==> src/rtl/ace_if.sv <==
// ACE bus bundle: AXI4 read/write channels, RACK/WACK, and the AC/CR/CD snoop channels.
// The m modport is the cache-side master view.
interface ace_if #(
    parameter int ACE_XDATA_WIDTH  = 256,
    parameter int ACE_AXADDR_WIDTH = 32,
    parameter int ACE_ID_WIDTH     = 4
);
    logic [ACE_ID_WIDTH-1:0]      awid;
    logic [ACE_AXADDR_WIDTH-1:0]  awaddr;
    logic [7:0]                   awlen;
    logic [2:0]                   awsize;
    logic [1:0]                   awburst;
    logic                         awlock;
    logic [3:0]                   awcache;
    logic [2:0]                   awprot;
    logic [3:0]                   awqos;
    logic [3:0]                   awregion;
    logic                         awuser;
    logic [2:0]                   awsnoop;
    logic [1:0]                   awdomain;
    logic [1:0]                   awbar;
    logic                         awvalid;
    logic                         awready;

    logic [ACE_XDATA_WIDTH-1:0]   wdata;
    logic [ACE_XDATA_WIDTH/8-1:0] wstrb;
    logic                         wlast;
    logic                         wuser;
    logic                         wvalid;
    logic                         wready;

    logic [ACE_ID_WIDTH-1:0]      bid;
    logic [1:0]                   bresp;
    logic                         bvalid;
    logic                         bready;

    logic [ACE_ID_WIDTH-1:0]      arid;
    logic [ACE_AXADDR_WIDTH-1:0]  araddr;
    logic [7:0]                   arlen;
    logic [2:0]                   arsize;
    logic [1:0]                   arburst;
    logic                         arlock;
    logic [3:0]                   arcache;
    logic [2:0]                   arprot;
    logic [3:0]                   arqos;
    logic [3:0]                   arregion;
    logic                         aruser;
    logic [3:0]                   arsnoop;
    logic [1:0]                   ardomain;
    logic [1:0]                   arbar;
    logic                         arvalid;
    logic                         arready;

    logic [ACE_ID_WIDTH-1:0]      rid;
    logic [ACE_XDATA_WIDTH-1:0]   rdata;
    logic [3:0]                   rresp;
    logic                         rlast;
    logic                         rvalid;
    logic                         rready;

    logic                         rack;
    logic                         wack;

    logic                         acvalid;
    logic                         acready;
    logic [ACE_AXADDR_WIDTH-1:0]  acaddr;
    logic [3:0]                   acsnoop;
    logic [2:0]                   acprot;

    logic                         crvalid;
    logic                         crready;
    logic [4:0]                   crresp;

    logic                         cdvalid;
    logic                         cdready;
    logic [ACE_XDATA_WIDTH-1:0]   cddata;
    logic                         cdlast;

    modport m (
        output awid, awaddr, awlen, awsize, awburst, awlock, awcache, awprot,
               awqos, awregion, awuser, awsnoop, awdomain, awbar, awvalid,
        input  awready,
        output wdata, wstrb, wlast, wuser, wvalid,
        input  wready,
        input  bid, bresp, bvalid,
        output bready,
        output arid, araddr, arlen, arsize, arburst, arlock, arcache, arprot,
               arqos, arregion, aruser, arsnoop, ardomain, arbar, arvalid,
        input  arready,
        input  rid, rdata, rresp, rlast, rvalid,
        output rready, rack, wack,
        input  acvalid, acaddr, acsnoop, acprot,
        output acready,
        output crvalid, crresp,
        input  crready,
        output cdvalid, cddata, cdlast,
        input  cdready
    );
endinterface

==> src/rtl/ace_line_port.sv <==
// Cache-side ACE master: turns one-line refills and victim writebacks into single-beat
// ACE transactions with RACK/WACK completion; snoop channels pass straight through.
module ace_line_port #(
    parameter int ACE_XDATA_WIDTH  = 256,
    parameter int ACE_AXADDR_WIDTH = 32,
    parameter int ACE_ID_WIDTH     = 4,
    parameter int TXN_ID           = 0
) (
    input  logic                        clk,
    input  logic                        rst,
    ace_if.m                            ace,
    input  logic                        req_valid,
    output logic                        req_ready,
    input  logic [1:0]                  req_op,
    input  logic [ACE_AXADDR_WIDTH-1:0] req_addr,
    input  logic [ACE_XDATA_WIDTH-1:0]  req_wdata,
    output logic                        resp_valid,
    input  logic                        resp_ready,
    output logic [ACE_XDATA_WIDTH-1:0]  resp_rdata,
    output logic                        resp_shared,
    output logic                        resp_dirty,
    output logic                        resp_err,
    output logic                        snp_acvalid,
    output logic [ACE_AXADDR_WIDTH-1:0] snp_acaddr,
    output logic [3:0]                  snp_acsnoop,
    output logic [2:0]                  snp_acprot,
    input  logic                        snp_acready,
    input  logic                        snp_crvalid,
    input  logic [4:0]                  snp_crresp,
    input  logic                        snp_cdvalid,
    input  logic [ACE_XDATA_WIDTH-1:0]  snp_cddata,
    input  logic                        snp_cdlast,
    output logic                        snp_crready,
    output logic                        snp_cdready,
    output logic [2:0]                  dbg_state
);
    localparam int                          BYTE_LSB  = $clog2(ACE_XDATA_WIDTH / 8);
    localparam logic [2:0]                  AXSIZE    = 3'(BYTE_LSB);
    localparam logic [ACE_AXADDR_WIDTH-1:0] LINE_MASK = ~ACE_AXADDR_WIDTH'((1 << BYTE_LSB) - 1);
    localparam logic [ACE_ID_WIDTH-1:0]     ID        = ACE_ID_WIDTH'(TXN_ID);

    typedef enum logic [2:0] {
        S_IDLE = 3'd0,
        S_AR   = 3'd1,
        S_R    = 3'd2,
        S_RACK = 3'd3,
        S_AW   = 3'd4,
        S_B    = 3'd5,
        S_WACK = 3'd6,
        S_RESP = 3'd7
    } state_t;

    state_t                        state;
    logic                          unique_q;
    logic [ACE_AXADDR_WIDTH-1:0]   addr_q;
    logic [ACE_XDATA_WIDTH-1:0]    wdata_q;
    logic                          arvalid_q;
    logic                          rready_q;
    logic                          rack_q;
    logic                          awvalid_q;
    logic                          wvalid_q;
    logic                          bready_q;
    logic                          wack_q;
    logic                          aw_done;
    logic                          w_done;
    logic                          aw_hs;
    logic                          w_hs;
    logic [ACE_AXADDR_WIDTH-1:0]   line_addr;

    // Every channel transfers on the edge where valid and ready are both high; a raised
    // valid is held, with its payload stable, until that edge, and ready may wait on valid.
    assign aw_hs     = awvalid_q & ace.awready;
    assign w_hs      = wvalid_q & ace.wready;
    assign line_addr = addr_q & LINE_MASK;
    assign dbg_state = state;

    always_ff @(posedge clk) begin
        if (rst) begin
            state       <= S_IDLE;
            req_ready   <= 1'b0;
            resp_valid  <= 1'b0;
            resp_rdata  <= '0;
            resp_shared <= 1'b0;
            resp_dirty  <= 1'b0;
            resp_err    <= 1'b0;
            unique_q    <= 1'b0;
            addr_q      <= '0;
            wdata_q     <= '0;
            arvalid_q   <= 1'b0;
            rready_q    <= 1'b0;
            rack_q      <= 1'b0;
            awvalid_q   <= 1'b0;
            wvalid_q    <= 1'b0;
            bready_q    <= 1'b0;
            wack_q      <= 1'b0;
            aw_done     <= 1'b0;
            w_done      <= 1'b0;
        end else begin
            case (state)
                S_IDLE: begin
                    req_ready <= 1'b1;
                    if (req_valid && req_ready) begin
                        req_ready   <= 1'b0;
                        unique_q    <= req_op[0];
                        addr_q      <= req_addr;
                        wdata_q     <= req_wdata;
                        resp_rdata  <= '0;
                        resp_shared <= 1'b0;
                        resp_dirty  <= 1'b0;
                        resp_err    <= 1'b0;
                        case (req_op)
                            2'd0, 2'd1: begin
                                arvalid_q <= 1'b1;
                                state     <= S_AR;
                            end
                            2'd2: begin
                                awvalid_q <= 1'b1;
                                wvalid_q  <= 1'b1;
                                aw_done   <= 1'b0;
                                w_done    <= 1'b0;
                                state     <= S_AW;
                            end
                            default: begin
                                // Reserved op completes with an error and never touches the bus.
                                resp_err   <= 1'b1;
                                resp_valid <= 1'b1;
                                state      <= S_RESP;
                            end
                        endcase
                    end
                end
                S_AR: begin
                    if (ace.arready) begin
                        arvalid_q <= 1'b0;
                        rready_q  <= 1'b1;
                        state     <= S_R;
                    end
                end
                S_R: begin
                    if (ace.rvalid) begin
                        rready_q    <= 1'b0;
                        resp_rdata  <= ace.rdata;
                        resp_shared <= ace.rresp[3];
                        resp_dirty  <= ace.rresp[2];
                        resp_err    <= |ace.rresp[1:0];
                        rack_q      <= 1'b1;
                        state       <= S_RACK;
                    end
                end
                S_RACK: begin
                    rack_q     <= 1'b0;
                    resp_valid <= 1'b1;
                    state      <= S_RESP;
                end
                S_AW: begin
                    // AW and W retire independently; either may finish first or both together.
                    if (aw_hs) begin
                        awvalid_q <= 1'b0;
                        aw_done   <= 1'b1;
                    end
                    if (w_hs) begin
                        wvalid_q <= 1'b0;
                        w_done   <= 1'b1;
                    end
                    if ((aw_done || aw_hs) && (w_done || w_hs)) begin
                        bready_q <= 1'b1;
                        state    <= S_B;
                    end
                end
                S_B: begin
                    if (ace.bvalid) begin
                        bready_q <= 1'b0;
                        resp_err <= |ace.bresp;
                        wack_q   <= 1'b1;
                        state    <= S_WACK;
                    end
                end
                S_WACK: begin
                    wack_q     <= 1'b0;
                    resp_valid <= 1'b1;
                    state      <= S_RESP;
                end
                S_RESP: begin
                    if (resp_ready) begin
                        resp_valid <= 1'b0;
                        req_ready  <= 1'b1;
                        state      <= S_IDLE;
                    end
                end
                default: state <= S_IDLE;
            endcase
        end
    end

    assign ace.awid     = ID;
    assign ace.awaddr   = line_addr;
    assign ace.awlen    = 8'd0;
    assign ace.awsize   = AXSIZE;
    assign ace.awburst  = 2'b01;
    assign ace.awlock   = 1'b0;
    assign ace.awcache  = 4'b0011;
    assign ace.awprot   = 3'd0;
    assign ace.awqos    = 4'd0;
    assign ace.awregion = 4'd0;
    assign ace.awuser   = 1'b0;
    assign ace.awsnoop  = 3'b011;
    assign ace.awdomain = 2'b01;
    assign ace.awbar    = 2'b00;
    assign ace.awvalid  = awvalid_q;

    assign ace.wdata    = wdata_q;
    assign ace.wstrb    = '1;
    assign ace.wlast    = 1'b1;
    assign ace.wuser    = 1'b0;
    assign ace.wvalid   = wvalid_q;
    assign ace.bready   = bready_q;

    assign ace.arid     = ID;
    assign ace.araddr   = line_addr;
    assign ace.arlen    = 8'd0;
    assign ace.arsize   = AXSIZE;
    assign ace.arburst  = 2'b01;
    assign ace.arlock   = 1'b0;
    assign ace.arcache  = 4'b0011;
    assign ace.arprot   = 3'd0;
    assign ace.arqos    = 4'd0;
    assign ace.arregion = 4'd0;
    assign ace.aruser   = 1'b0;
    assign ace.arsnoop  = unique_q ? 4'b0111 : 4'b0001;
    assign ace.ardomain = 2'b01;
    assign ace.arbar    = 2'b00;
    assign ace.arvalid  = arvalid_q;
    assign ace.rready   = rready_q;
    assign ace.rack     = rack_q;
    assign ace.wack     = wack_q;

    // Snoop path is wires only; the cache's snoop port owns all snoop flow control.
    assign snp_acvalid  = ace.acvalid;
    assign snp_acaddr   = ace.acaddr;
    assign snp_acsnoop  = ace.acsnoop;
    assign snp_acprot   = ace.acprot;
    assign ace.acready  = snp_acready;
    assign ace.crvalid  = snp_crvalid;
    assign ace.crresp   = snp_crresp;
    assign ace.cdvalid  = snp_cdvalid;
    assign ace.cddata   = snp_cddata;
    assign ace.cdlast   = snp_cdlast;
    assign snp_crready  = ace.crready;
    assign snp_cdready  = ace.cdready;

    logic unused_ok;
    assign unused_ok = ^{ace.rid, ace.rlast, ace.bid};
endmodule

==> src/flat_wrapper.sv <==
// flat-port wrapper written by rule: the top's interface ports become plain ports
module ace_line_port_flat 
#(
    parameter int ACE_XDATA_WIDTH  = 256,
    parameter int ACE_AXADDR_WIDTH = 32,
    parameter int ACE_ID_WIDTH     = 4,
    parameter int TXN_ID           = 0
)
  (clk, rst, req_valid, req_ready, req_op, req_addr, req_wdata, resp_valid, resp_ready, resp_rdata, resp_shared, resp_dirty, resp_err, snp_acvalid, snp_acaddr, snp_acsnoop, snp_acprot, snp_acready, snp_crvalid, snp_crresp, snp_cdvalid, snp_cddata, snp_cdlast, snp_crready, snp_cdready, dbg_state, ace_awid, ace_awaddr, ace_awlen, ace_awsize, ace_awburst, ace_awlock, ace_awcache, ace_awprot, ace_awqos, ace_awregion, ace_awuser, ace_awsnoop, ace_awdomain, ace_awbar, ace_awvalid, ace_awready, ace_wdata, ace_wstrb, ace_wlast, ace_wuser, ace_wvalid, ace_wready, ace_bid, ace_bresp, ace_bvalid, ace_bready, ace_arid, ace_araddr, ace_arlen, ace_arsize, ace_arburst, ace_arlock, ace_arcache, ace_arprot, ace_arqos, ace_arregion, ace_aruser, ace_arsnoop, ace_ardomain, ace_arbar, ace_arvalid, ace_arready, ace_rid, ace_rdata, ace_rresp, ace_rlast, ace_rvalid, ace_rready, ace_rack, ace_wack, ace_acvalid, ace_acaddr, ace_acsnoop, ace_acprot, ace_acready, ace_crvalid, ace_crresp, ace_crready, ace_cdvalid, ace_cddata, ace_cdlast, ace_cdready);
  ace_if #(.ACE_XDATA_WIDTH(ACE_XDATA_WIDTH), .ACE_AXADDR_WIDTH(ACE_AXADDR_WIDTH), .ACE_ID_WIDTH(ACE_ID_WIDTH)) ace_i ();
  input  logic clk;
  input  logic rst;
  input  logic req_valid;
  output logic req_ready;
  input  logic [1:0] req_op;
  input  logic [ACE_AXADDR_WIDTH-1:0] req_addr;
  input  logic [ACE_XDATA_WIDTH-1:0] req_wdata;
  output logic resp_valid;
  input  logic resp_ready;
  output logic [ACE_XDATA_WIDTH-1:0] resp_rdata;
  output logic resp_shared;
  output logic resp_dirty;
  output logic resp_err;
  output logic snp_acvalid;
  output logic [ACE_AXADDR_WIDTH-1:0] snp_acaddr;
  output logic [3:0] snp_acsnoop;
  output logic [2:0] snp_acprot;
  input  logic snp_acready;
  input  logic snp_crvalid;
  input  logic [4:0] snp_crresp;
  input  logic snp_cdvalid;
  input  logic [ACE_XDATA_WIDTH-1:0] snp_cddata;
  input  logic snp_cdlast;
  output logic snp_crready;
  output logic snp_cdready;
  output logic [2:0] dbg_state;
  output wire logic [$bits(ace_i.awid)-1:0] ace_awid;
  output wire logic [$bits(ace_i.awaddr)-1:0] ace_awaddr;
  output wire logic [$bits(ace_i.awlen)-1:0] ace_awlen;
  output wire logic [$bits(ace_i.awsize)-1:0] ace_awsize;
  output wire logic [$bits(ace_i.awburst)-1:0] ace_awburst;
  output wire logic [$bits(ace_i.awlock)-1:0] ace_awlock;
  output wire logic [$bits(ace_i.awcache)-1:0] ace_awcache;
  output wire logic [$bits(ace_i.awprot)-1:0] ace_awprot;
  output wire logic [$bits(ace_i.awqos)-1:0] ace_awqos;
  output wire logic [$bits(ace_i.awregion)-1:0] ace_awregion;
  output wire logic [$bits(ace_i.awuser)-1:0] ace_awuser;
  output wire logic [$bits(ace_i.awsnoop)-1:0] ace_awsnoop;
  output wire logic [$bits(ace_i.awdomain)-1:0] ace_awdomain;
  output wire logic [$bits(ace_i.awbar)-1:0] ace_awbar;
  output wire logic [$bits(ace_i.awvalid)-1:0] ace_awvalid;
  input wire logic [$bits(ace_i.awready)-1:0] ace_awready;
  output wire logic [$bits(ace_i.wdata)-1:0] ace_wdata;
  output wire logic [$bits(ace_i.wstrb)-1:0] ace_wstrb;
  output wire logic [$bits(ace_i.wlast)-1:0] ace_wlast;
  output wire logic [$bits(ace_i.wuser)-1:0] ace_wuser;
  output wire logic [$bits(ace_i.wvalid)-1:0] ace_wvalid;
  input wire logic [$bits(ace_i.wready)-1:0] ace_wready;
  input wire logic [$bits(ace_i.bid)-1:0] ace_bid;
  input wire logic [$bits(ace_i.bresp)-1:0] ace_bresp;
  input wire logic [$bits(ace_i.bvalid)-1:0] ace_bvalid;
  output wire logic [$bits(ace_i.bready)-1:0] ace_bready;
  output wire logic [$bits(ace_i.arid)-1:0] ace_arid;
  output wire logic [$bits(ace_i.araddr)-1:0] ace_araddr;
  output wire logic [$bits(ace_i.arlen)-1:0] ace_arlen;
  output wire logic [$bits(ace_i.arsize)-1:0] ace_arsize;
  output wire logic [$bits(ace_i.arburst)-1:0] ace_arburst;
  output wire logic [$bits(ace_i.arlock)-1:0] ace_arlock;
  output wire logic [$bits(ace_i.arcache)-1:0] ace_arcache;
  output wire logic [$bits(ace_i.arprot)-1:0] ace_arprot;
  output wire logic [$bits(ace_i.arqos)-1:0] ace_arqos;
  output wire logic [$bits(ace_i.arregion)-1:0] ace_arregion;
  output wire logic [$bits(ace_i.aruser)-1:0] ace_aruser;
  output wire logic [$bits(ace_i.arsnoop)-1:0] ace_arsnoop;
  output wire logic [$bits(ace_i.ardomain)-1:0] ace_ardomain;
  output wire logic [$bits(ace_i.arbar)-1:0] ace_arbar;
  output wire logic [$bits(ace_i.arvalid)-1:0] ace_arvalid;
  input wire logic [$bits(ace_i.arready)-1:0] ace_arready;
  input wire logic [$bits(ace_i.rid)-1:0] ace_rid;
  input wire logic [$bits(ace_i.rdata)-1:0] ace_rdata;
  input wire logic [$bits(ace_i.rresp)-1:0] ace_rresp;
  input wire logic [$bits(ace_i.rlast)-1:0] ace_rlast;
  input wire logic [$bits(ace_i.rvalid)-1:0] ace_rvalid;
  output wire logic [$bits(ace_i.rready)-1:0] ace_rready;
  output wire logic [$bits(ace_i.rack)-1:0] ace_rack;
  output wire logic [$bits(ace_i.wack)-1:0] ace_wack;
  input wire logic [$bits(ace_i.acvalid)-1:0] ace_acvalid;
  input wire logic [$bits(ace_i.acaddr)-1:0] ace_acaddr;
  input wire logic [$bits(ace_i.acsnoop)-1:0] ace_acsnoop;
  input wire logic [$bits(ace_i.acprot)-1:0] ace_acprot;
  output wire logic [$bits(ace_i.acready)-1:0] ace_acready;
  output wire logic [$bits(ace_i.crvalid)-1:0] ace_crvalid;
  output wire logic [$bits(ace_i.crresp)-1:0] ace_crresp;
  input wire logic [$bits(ace_i.crready)-1:0] ace_crready;
  output wire logic [$bits(ace_i.cdvalid)-1:0] ace_cdvalid;
  output wire logic [$bits(ace_i.cddata)-1:0] ace_cddata;
  output wire logic [$bits(ace_i.cdlast)-1:0] ace_cdlast;
  input wire logic [$bits(ace_i.cdready)-1:0] ace_cdready;
  assign ace_awid = ace_i.awid;
  assign ace_awaddr = ace_i.awaddr;
  assign ace_awlen = ace_i.awlen;
  assign ace_awsize = ace_i.awsize;
  assign ace_awburst = ace_i.awburst;
  assign ace_awlock = ace_i.awlock;
  assign ace_awcache = ace_i.awcache;
  assign ace_awprot = ace_i.awprot;
  assign ace_awqos = ace_i.awqos;
  assign ace_awregion = ace_i.awregion;
  assign ace_awuser = ace_i.awuser;
  assign ace_awsnoop = ace_i.awsnoop;
  assign ace_awdomain = ace_i.awdomain;
  assign ace_awbar = ace_i.awbar;
  assign ace_awvalid = ace_i.awvalid;
  assign ace_i.awready = ace_awready;
  assign ace_wdata = ace_i.wdata;
  assign ace_wstrb = ace_i.wstrb;
  assign ace_wlast = ace_i.wlast;
  assign ace_wuser = ace_i.wuser;
  assign ace_wvalid = ace_i.wvalid;
  assign ace_i.wready = ace_wready;
  assign ace_i.bid = ace_bid;
  assign ace_i.bresp = ace_bresp;
  assign ace_i.bvalid = ace_bvalid;
  assign ace_bready = ace_i.bready;
  assign ace_arid = ace_i.arid;
  assign ace_araddr = ace_i.araddr;
  assign ace_arlen = ace_i.arlen;
  assign ace_arsize = ace_i.arsize;
  assign ace_arburst = ace_i.arburst;
  assign ace_arlock = ace_i.arlock;
  assign ace_arcache = ace_i.arcache;
  assign ace_arprot = ace_i.arprot;
  assign ace_arqos = ace_i.arqos;
  assign ace_arregion = ace_i.arregion;
  assign ace_aruser = ace_i.aruser;
  assign ace_arsnoop = ace_i.arsnoop;
  assign ace_ardomain = ace_i.ardomain;
  assign ace_arbar = ace_i.arbar;
  assign ace_arvalid = ace_i.arvalid;
  assign ace_i.arready = ace_arready;
  assign ace_i.rid = ace_rid;
  assign ace_i.rdata = ace_rdata;
  assign ace_i.rresp = ace_rresp;
  assign ace_i.rlast = ace_rlast;
  assign ace_i.rvalid = ace_rvalid;
  assign ace_rready = ace_i.rready;
  assign ace_rack = ace_i.rack;
  assign ace_wack = ace_i.wack;
  assign ace_i.acvalid = ace_acvalid;
  assign ace_i.acaddr = ace_acaddr;
  assign ace_i.acsnoop = ace_acsnoop;
  assign ace_i.acprot = ace_acprot;
  assign ace_acready = ace_i.acready;
  assign ace_crvalid = ace_i.crvalid;
  assign ace_crresp = ace_i.crresp;
  assign ace_i.crready = ace_crready;
  assign ace_cdvalid = ace_i.cdvalid;
  assign ace_cddata = ace_i.cddata;
  assign ace_cdlast = ace_i.cdlast;
  assign ace_i.cdready = ace_cdready;
  ace_line_port #(.ACE_XDATA_WIDTH(ACE_XDATA_WIDTH), .ACE_AXADDR_WIDTH(ACE_AXADDR_WIDTH), .ACE_ID_WIDTH(ACE_ID_WIDTH), .TXN_ID(TXN_ID)) u_core (.clk(clk), .rst(rst), .ace(ace_i), .req_valid(req_valid), .req_ready(req_ready), .req_op(req_op), .req_addr(req_addr), .req_wdata(req_wdata), .resp_valid(resp_valid), .resp_ready(resp_ready), .resp_rdata(resp_rdata), .resp_shared(resp_shared), .resp_dirty(resp_dirty), .resp_err(resp_err), .snp_acvalid(snp_acvalid), .snp_acaddr(snp_acaddr), .snp_acsnoop(snp_acsnoop), .snp_acprot(snp_acprot), .snp_acready(snp_acready), .snp_crvalid(snp_crvalid), .snp_crresp(snp_crresp), .snp_cdvalid(snp_cdvalid), .snp_cddata(snp_cddata), .snp_cdlast(snp_cdlast), .snp_crready(snp_crready), .snp_cdready(snp_cdready), .dbg_state(dbg_state));
endmodule
==> config.mk <==
export PLATFORM = sky130hd
export DESIGN_NAME = ace_line_port_flat
export DESIGN_NICKNAME = d
export VERILOG_FILES = /design/src/rtl/ace_if.sv /design/src/rtl/ace_line_port.sv /design/src/flat_wrapper.sv
export SDC_FILE = /design/constraint.sdc
export NUM_CORES = 1
export LEC_CHECK = 0
export ABC_CLOCK_PERIOD_IN_PS = 1750
export BUFFER_PORTS_ARGS = -buffer_cell sky130_fd_sc_hd__clkbuf_2
export CORE_AREA = 8 8 737 739
export CTS_CLUSTER_SIZE = 25
export DETAILED_ROUTE_END_ITERATION = 8
export DIE_AREA = 0 0 745 747
export PLACE_DENSITY_LB_ADDON = 0.3
export RECOVER_POWER = 100
export SETUP_SLACK_MARGIN = 0.05
export SLEW_MARGIN = 20
export SYNTH_ARGS = -nofsm -noshare
export SYNTH_HDL_FRONTEND = slang
export SYNTH_SLANG_ARGS = --single-unit
export TNS_END_PERCENT = 5
==> constraint.sdc <==
create_clock -name clk -period 1.75 [get_ports clk]
set_input_delay 0.35 -clock clk [delete_from_list [all_inputs] [get_ports clk]]
set_output_delay 0.35 -clock clk [all_outputs]
set_load 0.01 [all_outputs]
==> summary.txt, run 1 <==
Setup path
  • Slowest cell on the critical path: or3_4
  • Crit path kind: register to register
  • Data arrival time of the worst path: 2580 ps
  • Crit path cell chain: or3_4 -> or2_4 -> buf_12 -> buf_12 -> nand2_1 -> a21oi_1
  • Most used cell, CP: buf_12
  • CP max stage delay: 410 ps
  • Critical Path Fanout Max: 19
  • Crit path launch type: register
  • CP Capture Type: register
  • CP required: 2410 ps

Timing
  • Worst Skew: 75.4 ps
  • Final Max Tran Viols: 0
  • Setup-failing EPs final: 677
  • Fin. Hold Viols: 0
  • RSZ-0062 raised after global routing: yes
  • Slew @ Worst Pin: 622 ps
  • Fmax: 0.519 GHz
  • TNS Setup: -48870 ps
  • Fin crit period: 1930 ps
  • Setup ws final: -176 ps
  • Rel. slew slack: 58.5%
  • Period utilisation layout: 110%

Clock tree
  • Maximum root-to-sink buffer count: 4
  • Root Buffer: clkbuf_16
  • Worst skew pair latency: 840 ps
  • Clock transition at the registers of the reported paths: 60 ps
  • Clock sinks: 557
  • TritonCTS clock tree: built
  • Clock buffer count from CTS: 89
  • CTS H-tree lvls: 3

Drt
  • Routed Antenna Nets: 0
  • Mean routed wirelength per cell: 34.7 um
  • Final wirelength: 400000 um
  • Vias: 27200
  • Drt pass-1 iters: 5
  • Detailed-route DRC error count: 0
  • DR iter-0 viols: 1547
  • DR vias/cell: 2.35

Floorplan
  • Die ar.: 0.557 mm^2
  • Io pins: 1892
  • Initial Util: 4.41%
  • Die Wd: 745 um
  • Core area: 0.531 mm^2
  • Num rows: 268
  • Die height: 747 um

Cells and area
  • Fin cells: 11500
  • # nets final: 5248
  • Share of cells above drive strength 1: 36.5%
  • Area grow syn2layout: 109%
  • Design area: 0.0489 mm^2

Place
  • Port Buffers: 1138
  • Setup WS pre-CTS: -202 ps
  • GP Congestion: 0.877
  • Placed Area: 0.0358 mm^2
  • Inst Count DP: 10700
  • HPWL after DPL: 367000 um

Run status
  • Status: finished, violations left
  • Failing checks: negative setup slack

Synthesis
  • Dominant cells by area after synthesis: dfxtp_1 (48%), buf_4 (15%), nand2_1 (13%), a21oi_1 (12%), nand3_1 (5.6%)
  • Cell count after synthesis: 2958
  • Synthesis-stage register bit count: 557
  • Share of the synthesized area in the top cell type: 47.6%
  • Sequential area share after synthesis: 47.6%
  • Synth cell types: 40
  • Area leader, netlist: dfxtp_1
  • Syn avg cell area: 7.92 um^2
  • Synthesized area: 0.0234 mm^2
  • Synth warn: 0

Flow run
  • Max_cap viols: 0

Power
  • P_leak: 17.4 nW
  • Overall Power: 54.4 mW
  • P per Cell Area: 1110 mW/mm^2
  • Peak VDD IR: 0.696 mV

Hold path
  • Min-delay worst type: input pin to register

GRT
  • Number of antenna violations at the first check in global routing: 287
  • First-pass GRT wire length: 458000 um
  • Largest net degree at the start of global routing: 44
  • Total global-route track usage: 13.6%
  • Vias in the first global route: 27800
  • Total grt overflow: 0
[cell usage after synthesis, drive strengths merged]
| cell type | number |
|---|---|
| a2111oi | 1 |
| a211oi | 6 |
| a21oi | 553 |
| a221oi | 1 |
| a311oi | 1 |
| a31oi | 3 |
| a32oi | 1 |
| a41oi | 1 |
| and2 | 2 |
| and3 | 1 |
| and3b | 1 |
| and4b | 1 |
| buf | 590 |
| clkbuf | 90 |
| conb | 2 |
| dfxtp | 557 |
| inv | 5 |
| nand2 | 838 |
| nand2b | 4 |
| nand3 | 262 |
| nand4b | 1 |
| nand4bb | 1 |
| nor2 | 11 |
| nor2b | 3 |
| nor3 | 3 |
| nor4 | 1 |
| o211a | 1 |
| o211ai | 3 |
| o21a | 1 |
| o21ai | 6 |
| o21ba | 1 |
| o2bb2ai | 1 |
| o31ai | 1 |
| o32ai | 2 |
| or2 | 1 |
| or3 | 1 |
[final cells by class]
cell class | instances | area [um^2]
multi-input combinational | 1839 | 8170
antenna | 95 | 238
clock buffer | 119 | 2480
fill | 62000 | 482000
tap | 7020 | 8780
clock inverter | 32 | 435
timing repair buffer | 1879 | 17300
inverter | 5 | 18.8
sequential | 557 | 11500
[worst paths after layout]
| path | from | to | slack (ps) | depth (start not counted) |
|---|---|---|---|---|
| worst max-delay path | u_core.dbg_state[2]$_SDFFE_PP0P_ | u_core.ace.wdata[173]$_SDFFE_PP0P_ | -180 | 6 |
| worst max register to register | u_core.dbg_state[2]$_SDFFE_PP0P_ | u_core.ace.wdata[173]$_SDFFE_PP0P_ | -180 | 6 |
| worst min-delay path | ace_rresp[1] | u_core.resp_err$_SDFFE_PP0P_ | 90 | 5 |
| worst min register to register | u_core.ace.wdata[216]$_SDFFE_PP0P_ | u_core.ace.wdata[216]$_SDFFE_PP0P_ | 450 | 2 |
[logic make-up after synthesis]
group	count (synthesis)	synth area share, %
buffers and inverters	685	19.8
and+or+nand+nor	1131	19.8
AOI/OAI and AO/OA	583	12.8
DFF	557	47.6
other	2	0.0321
[stage by stage]
step	utilization [%]	hold slack (ps)
3_5_place_dp	6.73	445
6_report	9.21	92.7
5_1_grt	9.19	79.6
3_3_place_gp	6.73	446
4_1_cts	9.13	3.86
2_1_floorplan	-	434
[power by group]
part           leakage (nW)  switching (mW)  total [mW]  internal (mW)
Combinational          11.3            12.0        19.9           7.86
Sequential             4.62            1.30        15.8           14.5
Clock                  1.43            7.54        18.6           11.1
[layout by cell type (no fill, tap or decap), types with 7 or more instances in the layout]
master         count
dlygate4sd3_1    552
conb_1           125
diode_2           95
nor2_1            10
nand2_1          831
nand2_2            7
buf_4            105
a21oi_1          548
dfxtp_1          356
inv_6             10
dfxtp_2          179
clkbuf_2         864
clkbuf_16        268
dfxtp_4           22
clkbuf_1          83
bufinv_16          8
nand3_1          260
buf_6             14
clkinv_2           7
clkbuf_8          43
buf_12            59
[per-layer routing]
metal	up-vias	share of wire [%]	GRT usage [%]
met5	-	0.13	0.190
met4	60	4.7	5.22
met3	646	27	17.2
met2	2153	42	20.7
met1	12300	26	10.1
li1	12100	-	-
[registers in the layout, indices dropped and copies added, names as in the netlist, 3 cells and up]
| signal | cells |
|---|---|
| u_core.dbg_state | 3 |
| u_core.ace.wdata | 256 |
| u_core.addr_q | 27 |
| u_core.resp_rdata | 256 |
[repair_timing]
item / 4_1_cts / 5_1_grt
gates cloned: 1 / 4
endpoints found under the hold margin: 556 / 0
hold buffers: 552 / 0
buffers inserted: 6 / 14
pin swaps: 0 / 2
resized for setup: 830 / 26
setup endpoints to repair: 1080 / 1065
[critical path: cells and delay by family (launching register included)]
family	cells	cell delay, ps
simple gates	3	860
buf+inv	2	400
flops	1	330
compound gates	1	70
Power figures use the tool's default switching activity.
==> run 2: changes to the inputs <==
--- a/config.mk
+++ b/config.mk
@@ -5,15 +5,17 @@
 export SDC_FILE = /design/constraint.sdc
 export NUM_CORES = 1
 export LEC_CHECK = 0
-export ABC_CLOCK_PERIOD_IN_PS = 1750
+export ABC_CLOCK_PERIOD_IN_PS = 1700
 export BUFFER_PORTS_ARGS = -buffer_cell sky130_fd_sc_hd__clkbuf_2
 export CORE_AREA = 8 8 737 739
 export CTS_CLUSTER_SIZE = 25
 export DETAILED_ROUTE_END_ITERATION = 8
 export DIE_AREA = 0 0 745 747
+export HOLD_SLACK_MARGIN = 0.12
 export PLACE_DENSITY_LB_ADDON = 0.3
 export RECOVER_POWER = 100
 export SETUP_SLACK_MARGIN = 0.05
+export SKIP_CTS_REPAIR_TIMING = 1
 export SLEW_MARGIN = 20
 export SYNTH_ARGS = -nofsm -noshare
 export SYNTH_HDL_FRONTEND = slang
==> constraint.sdc (replaced) <==
create_clock -name clk -period 1.7 [get_ports clk]
set_input_delay 0.34 -clock clk [delete_from_list [all_inputs] [get_ports clk]]
set_output_delay 0.34 -clock clk [all_outputs]
set_load 0.01 [all_outputs]
==> summary.txt, run 2 (synthesized netlist as in run 1, its figures left out) <==
Drt
  • Final wirelength: 400000 um (about the same)
  • Drt pass-1 iters: 5 (unchanged)
  • DR vias/cell: 2.36 (was 2.35)
  • Vias: 27200 (about the same)
  • Routed Antenna Nets: 0 (unchanged)
  • Detailed-route DRC error count: 0 (unchanged)
  • DR iter-0 viols: 1432 (was 1547)
  • Mean routed wirelength per cell: 34.7 um (about the same)

Timing
  • Slew @ Worst Pin: 590 ps (was 622 ps)
  • Fmax: 0.524 GHz (was 0.519 GHz)
  • Setup ws final: -207 ps (was -176 ps)
  • WHS: 172 ps (was 92.7 ps)
  • Fin. Hold Viols: 0 (unchanged)
  • Fin crit period: 1910 ps (was 1930 ps)
  • RSZ-0062 raised after global routing: yes (unchanged)
  • Period utilisation layout: 112% (was 110%)
  • Final Max Tran Viols: 0 (unchanged)
  • Worst Skew: 43.9 ps (was 75.4 ps)
  • Rel. slew slack: 60.6% (was 58.5%)
  • Setup-failing EPs final: 755 (was 677)

Setup path
  • Reg2reg setup slack: -210 ps (was -180 ps)
  • Most used cell, CP: buf_12 (unchanged)
  • Bufs and invs on worst path: 4 (was 2)
  • R2R depth: 8 (was 6)
  • Delay-heaviest family, CP: buffers and inverters (was simple AND/OR/NAND/NOR gates)
  • CP Capture Type: register (unchanged)
  • Origin of the worst setup path: u_core.dbg_state[2]$_SDFFE_PP0P_ (unchanged)
  • Crit path launch type: register (unchanged)
  • Crit path cell chain: or3_4 -> nor2_4 -> buf_12 -> buf_12 -> buf_12 -> buf_12 -> nand2_1 -> a21oi_1 (was or3_4 -> or2_4 -> buf_12 -> buf_12 -> nand2_1 -> a21oi_1)
  • R2r endpoint: u_core.ace.wdata[191]$_SDFFE_PP0P_ (was u_core.ace.wdata[173]$_SDFFE_PP0P_)
  • Data arrival time of the worst path: 2620 ps (was 2580 ps)
  • CP required: 2420 ps (was 2410 ps)
  • End point of the critical path: u_core.ace.wdata[191]$_SDFFE_PP0P_ (was u_core.ace.wdata[173]$_SDFFE_PP0P_)
  • R2r startpoint: u_core.dbg_state[2]$_SDFFE_PP0P_ (unchanged)
  • Crit path kind: register to register (unchanged)
  • CP max stage delay: 400 ps (was 410 ps)
  • WP depth: 8 (was 6)
  • Critical Path Fanout Max: 16 (was 19)
  • Slowest cell on the critical path: or3_4 (unchanged)

Floorplan
  • Die ar.: 0.557 mm^2 (unchanged)
  • Initial Util: 4.41% (unchanged)
  • Die Wd: 745 um (unchanged)
  • Core area: 0.531 mm^2 (unchanged)
  • Num rows: 268 (unchanged)
  • Io pins: 1892 (unchanged)
  • Die height: 747 um (unchanged)

Clock tree
  • CTS H-tree lvls: 3 (unchanged)
  • Root Buffer: clkbuf_16 (unchanged)
  • Worst skew pair latency: 820 ps (was 840 ps)
  • Clock buffer count from CTS: 89 (unchanged)
  • Clock sinks: 557 (unchanged)
  • Maximum root-to-sink buffer count: 4 (unchanged)
  • TritonCTS clock tree: built (unchanged)
  • Clock transition at the registers of the reported paths: 60 ps (about the same)

Cells and area
  • Storage element area: 0.0114 mm^2 (was 0.0115 mm^2)
  • Fin cells: 11500 (unchanged)
  • Area grow syn2layout: 99.0% (was 109%)
  • Commonest non-fill, non-tap cell in the layout: clkbuf_2 (unchanged)
  • # nets final: 5248 (unchanged)
  • Filler instances: 62300 (was 62000)
  • Share of cells above drive strength 1: 35.8% (was 36.5%)
  • Most frequent cells in the layout: clkbuf_2 (993), nand2_1 (835), dlygate4sd3_1 (554) (was clkbuf_2 (864), nand2_1 (831), dlygate4sd3_1 (552))
  • Core occupancy in the finished layout: 8.77% (was 9.21%)
  • Footprint of the multi-input gates: 0.00815 mm^2 (was 0.00817 mm^2)

Power
  • P per Cell Area: 1170 mW/mm^2 (was 1110 mW/mm^2)
  • Part of the power in registers: 29.8% (was 29.1%)
  • Switching share of power: 39.5% (was 38.4%)
  • Logic gate share of total power: 36.1% (was 36.6%)
  • Overall Power: 54.4 mW (about the same)
  • P_leak: 16.8 nW (was 17.4 nW)
  • Psw: 21.5 mW (was 20.9 mW)
  • Int Pwr: 32.9 mW (was 33.5 mW)
  • Peak VDD IR: 0.690 mV (was 0.696 mV)
  • Clk network pwr share: 34.1% (was 34.3%)

Place
  • Setup WS pre-CTS: -283 ps (was -202 ps)
  • Inst Count DP: 10700 (about the same)
  • GP Congestion: 0.872 (was 0.877)
  • HPWL after DPL: 367000 um (about the same)
  • Port Buffers: 1138 (unchanged)

Run status
  • Failing checks: negative setup slack (unchanged)
  • Status: finished, violations left (unchanged)

GRT
  • Total global-route track usage: 13.6% (about the same)
  • Total grt overflow: 0 (unchanged)
  • First-pass GRT wire length: 451000 um (was 458000 um)
  • Largest net degree at the start of global routing: 55 (was 44)
  • Vias in the first global route: 24900 (was 27800)
  • Number of antenna violations at the first check in global routing: 282 (was 287)

Flow run
  • Max_cap viols: 0 (unchanged)

Hold path
  • Min-delay worst type: input pin to register (unchanged)
  • Hold depth: 5 (unchanged)
  • Hold path startpoint: req_valid (was ace_rresp[1])
## run 2: cell count changes in the layout (fill, tap and decap cells not counted), sizes merged
| cell | change |
|---|---|
| inv | -2 |
| clkbuf | -139 |
| buf | +140 |
| clkinvlp | +2 |
| dlygate4sd3 | +2 |
| diode | -2 |
| bufinv | -4 |
| clkinv | +3 |
## run 2: how the worst min path moves through the flow
stage               slack (ps)                            endpoint
global placement           450   u_core.ace.wdata[36]$_SDFFE_PP0P_
finish                     170     u_core.ace.awvalid$_SDFFE_PP0P_
detailed placement         450  u_core.ace.wdata[134]$_SDFFE_PP0P_
global route               140     u_core.ace.awvalid$_SDFFE_PP0P_
floorplan                  430          u_core.w_done$_SDFFE_PP0P_
CTS                       -400  u_core.ace.wdata[116]$_SDFFE_PP0P_
## run 2: per-stage QoR
step | setup TNS [ps] | cell area (um^2)
after detailed placement | -64560 | 35800
after CTS | -165150 | 38600
after floorplan | -27520 | 23900
final | -72730 | 46600
after global routing | -154780 | 46500
after global placement | -60850 | 35800
## run 2: layer usage
metal  global-route usage [%]  part of all wire [%]
met1                     9.67                    25
met2                     20.3                    41
met3                     17.9                    28
met4                     5.82                   5.4
met5                    0.104                  0.10
## run 2: area by class of cell
| class | instances | share of cell area (%) |
|---|---|---|
| clock inverter | 31 | 0.687 |
| sequential | 557 | 24.4 |
| inverter | 5 | 0.0403 |
| clock buffer | 122 | 5.31 |
| tap | 7020 | 18.9 |
| antenna | 93 | 0.499 |
| multi-input combinational | 1839 | 17.5 |
| timing repair buffer | 1879 | 32.7 |
## run 2: power by group through the flow
| stage | registers (mW) | logic (mW) | clock network [mW] |
|---|---|---|---|
| after floorplan | 16.8 | 6.65 | 0 |
| after global placement | 16.2 | 17.2 | 0 |
| after detailed placement | 16.2 | 17.1 | 0 |
| after CTS | 16.0 | 17.1 | 19.6 |
| after global routing | 16.5 | 21.5 | 19.9 |
| final | 16.2 | 19.6 | 18.6 |
## run 2: tightest hold or removal path: cells and delay by family
family / cells / cell delay [ps]
and+or+nand+nor: 2 / 310
AOI/OAI and AO/OA: 2 / 160
buffers and inverters: 1 / 100
==> run 3: changes to the inputs <==
==> constraint.sdc (replaced) <==
create_clock -name clk -period 1.7 [get_ports clk]
set_input_delay 0.17 -clock clk [delete_from_list [all_inputs] [get_ports clk]]
set_output_delay 0.17 -clock clk [all_outputs]
set_load 0.01 [all_outputs]
==> summary.txt, run 3 (synthesized netlist as in run 1, its figures left out) <==
GRT
  • Vias in the first global route: 24800 (was 24900)
  • Total global-route track usage: 13.6% (about the same)
  • Largest net degree at the start of global routing: 55 (unchanged)
  • Number of antenna violations at the first check in global routing: 289 (was 282)
  • First-pass GRT wire length: 453000 um (was 451000 um)
  • Total grt overflow: 0 (unchanged)

Place
  • Port Buffers: 1138 (unchanged)
  • HPWL after DPL: 368000 um (was 367000 um)
  • GP Congestion: 0.866 (was 0.872)
  • Setup WS pre-CTS: -167 ps (was -283 ps)

Power
  • Overall Power: 54.4 mW (about the same)
  • P_leak: 16.3 nW (was 16.8 nW)
  • Peak VDD IR: 0.719 mV (was 0.690 mV)
  • Psw: 22.1 mW (was 21.5 mW)
  • Logic gate share of total power: 35.1% (was 36.1%)
  • Int Pwr: 32.3 mW (was 32.9 mW)
  • P per Cell Area: 1180 mW/mm^2 (was 1170 mW/mm^2)
  • Switching share of power: 40.7% (was 39.5%)
  • Clk network pwr share: 35.5% (was 34.1%)
  • Part of the power in registers: 29.4% (was 29.8%)

Flow run
  • Max_cap viols: 0 (unchanged)

Clock tree
  • Clock buffer count from CTS: 92 (was 89)
  • CTS H-tree lvls: 3 (unchanged)
  • Maximum root-to-sink buffer count: 4 (unchanged)
  • TritonCTS clock tree: built (unchanged)
  • Clock sinks: 557 (unchanged)
  • Root Buffer: clkbuf_16 (unchanged)
  • Clock transition at the registers of the reported paths: 60 ps (about the same)
  • Worst skew pair latency: 830 ps (was 820 ps)

Timing
  • Final Max Tran Viols: 0 (unchanged)
  • Setup ws final: -216 ps (was -207 ps)
  • Fin crit period: 1920 ps (was 1910 ps)
  • WHS: 150 ps (was 172 ps)
  • Slew @ Worst Pin: 548 ps (was 590 ps)
  • Fmax: 0.522 GHz (was 0.524 GHz)
  • Setup-failing EPs final: 586 (was 755)
  • Fin. Hold Viols: 0 (unchanged)
  • RSZ-0062 raised after global routing: yes (unchanged)
  • Rel. slew slack: 63.6% (was 60.6%)
  • Worst Skew: 54.0 ps (was 43.9 ps)
  • TNS Setup: -70690 ps (was -72730 ps)
  • Period utilisation layout: 113% (was 112%)

Floorplan
  • Io pins: 1892 (unchanged)
  • Initial Util: 4.41% (unchanged)
  • Num rows: 268 (unchanged)
  • Core area: 0.531 mm^2 (unchanged)
  • Die ar.: 0.557 mm^2 (unchanged)
  • Die Wd: 745 um (unchanged)
  • Die height: 747 um (unchanged)

Drt
  • Final wirelength: 405000 um (was 400000 um)
  • Detailed-route DRC error count: 0 (unchanged)
  • Routed Antenna Nets: 0 (unchanged)
  • Mean routed wirelength per cell: 34.8 um (was 34.7 um)
  • DR iter-0 viols: 1568 (was 1432)
  • DR vias/cell: 2.40 (was 2.36)
  • Drt pass-1 iters: 7 (was 5)
  • Vias: 28000 (was 27200)

Run status
  • Failing checks: negative setup slack (unchanged)
  • Status: finished, violations left (unchanged)

Hold path
  • Min-delay worst type: input pin to register (unchanged)

Setup path
  • Slowest cell on the critical path: or3_4 (unchanged)
  • CP required: 2400 ps (was 2420 ps)
  • Crit path kind: register to register (unchanged)
  • Critical Path Fanout Max: 22 (was 16)
  • Crit path launch type: register (unchanged)
  • Crit path cell chain: or3_4 -> or2_4 -> buf_16 -> buf_16 -> nand3_1 -> a21oi_1 (was or3_4 -> nor2_4 -> buf_12 -> buf_12 -> buf_12 -> buf_12 -> nand2_1 -> a21oi_1)
  • Most used cell, CP: buf_16 (was buf_12)
  • Data arrival time of the worst path: 2620 ps (about the same)
  • CP Capture Type: register (unchanged)
  • CP max stage delay: 410 ps (was 400 ps)

Cells and area
  • # nets final: 5336 (was 5248)
  • Most frequent cells in the layout: clkbuf_2 (966), nand2_1 (821), dlygate4sd3_1 (651) (was clkbuf_2 (993), nand2_1 (835), dlygate4sd3_1 (554))
  • Filler instances: 62500 (was 62300)
  • Area grow syn2layout: 96.2% (was 99.0%)
  • Footprint of the multi-input gates: 0.00824 mm^2 (was 0.00815 mm^2)
  • Storage element area: 0.0112 mm^2 (was 0.0114 mm^2)
  • Share of cells above drive strength 1: 30.0% (was 35.8%)
  • Core occupancy in the finished layout: 8.65% (was 8.77%)
  • Commonest non-fill, non-tap cell in the layout: clkbuf_2 (unchanged)
[run 3: cell type report]
cell class / instances / area share [%]
repair buffers: 1964 / 31.7
flip-flops and latches: 557 / 24.4
diodes: 99 / 0.539
well taps: 7020 / 19.1
multi-input cells: 1839 / 17.9
clock inverters: 34 / 0.678
inverters: 5 / 0.0408
clock buffers: 124 / 5.67
[run 3: final timing paths]
kind                                       from                                  end  slack [ps]  depth (start not counted)
max            u_core.dbg_state[2]$_SDFFE_PP0P_  u_core.resp_rdata[232]$_SDFFE_PP0P_        -220                          6
min                              ace_rdata[255]  u_core.resp_rdata[255]$_SDFFE_PP0P_         150                          4
max reg2reg    u_core.dbg_state[2]$_SDFFE_PP0P_  u_core.resp_rdata[232]$_SDFFE_PP0P_        -220                          6
min reg2reg  u_core.ace.wdata[155]$_SDFFE_PP0P_   u_core.ace.wdata[155]$_SDFFE_PP0P_         450                          2
[run 3: layer usage]
metal	GRT usage [%]	part of all wire [%]	wire, um
met1	9.87	26	104000
met3	17.9	28	112000
met4	5.82	5.4	21800
met5	0.511	0.22	873
met2	20.2	41	167000
[run 3: per-stage QoR]
| stage | instances | instance area, um^2 |
|---|---|---|
| after floorplan | 3081 | 23900 |
| after global placement | 10700 | 35400 |
| after detailed placement | 10700 | 35400 |
| after CTS | 10900 | 38400 |
| after global routing | 11600 | 45800 |
| final | 11600 | 45900 |
[run 3: power by group through the flow]
stage | logic [mW] | clock network, mW | registers, mW
after floorplan | 6.65 | 0 | 16.8
after global placement | 16.6 | 0 | 16.2
after detailed placement | 16.5 | 0 | 16.2
after CTS | 16.5 | 20.3 | 16.0
after global routing | 20.9 | 20.6 | 16.2
final | 19.1 | 19.3 | 16.0
[run 3: worst max-delay path, delay by kind of cell, from the launching register on]
kind	cells	cell delay, ps
DFF	1	320
and+or+nand+nor	3	860
buffers and inverters	2	430
AOI/OAI and AO/OA	1	70
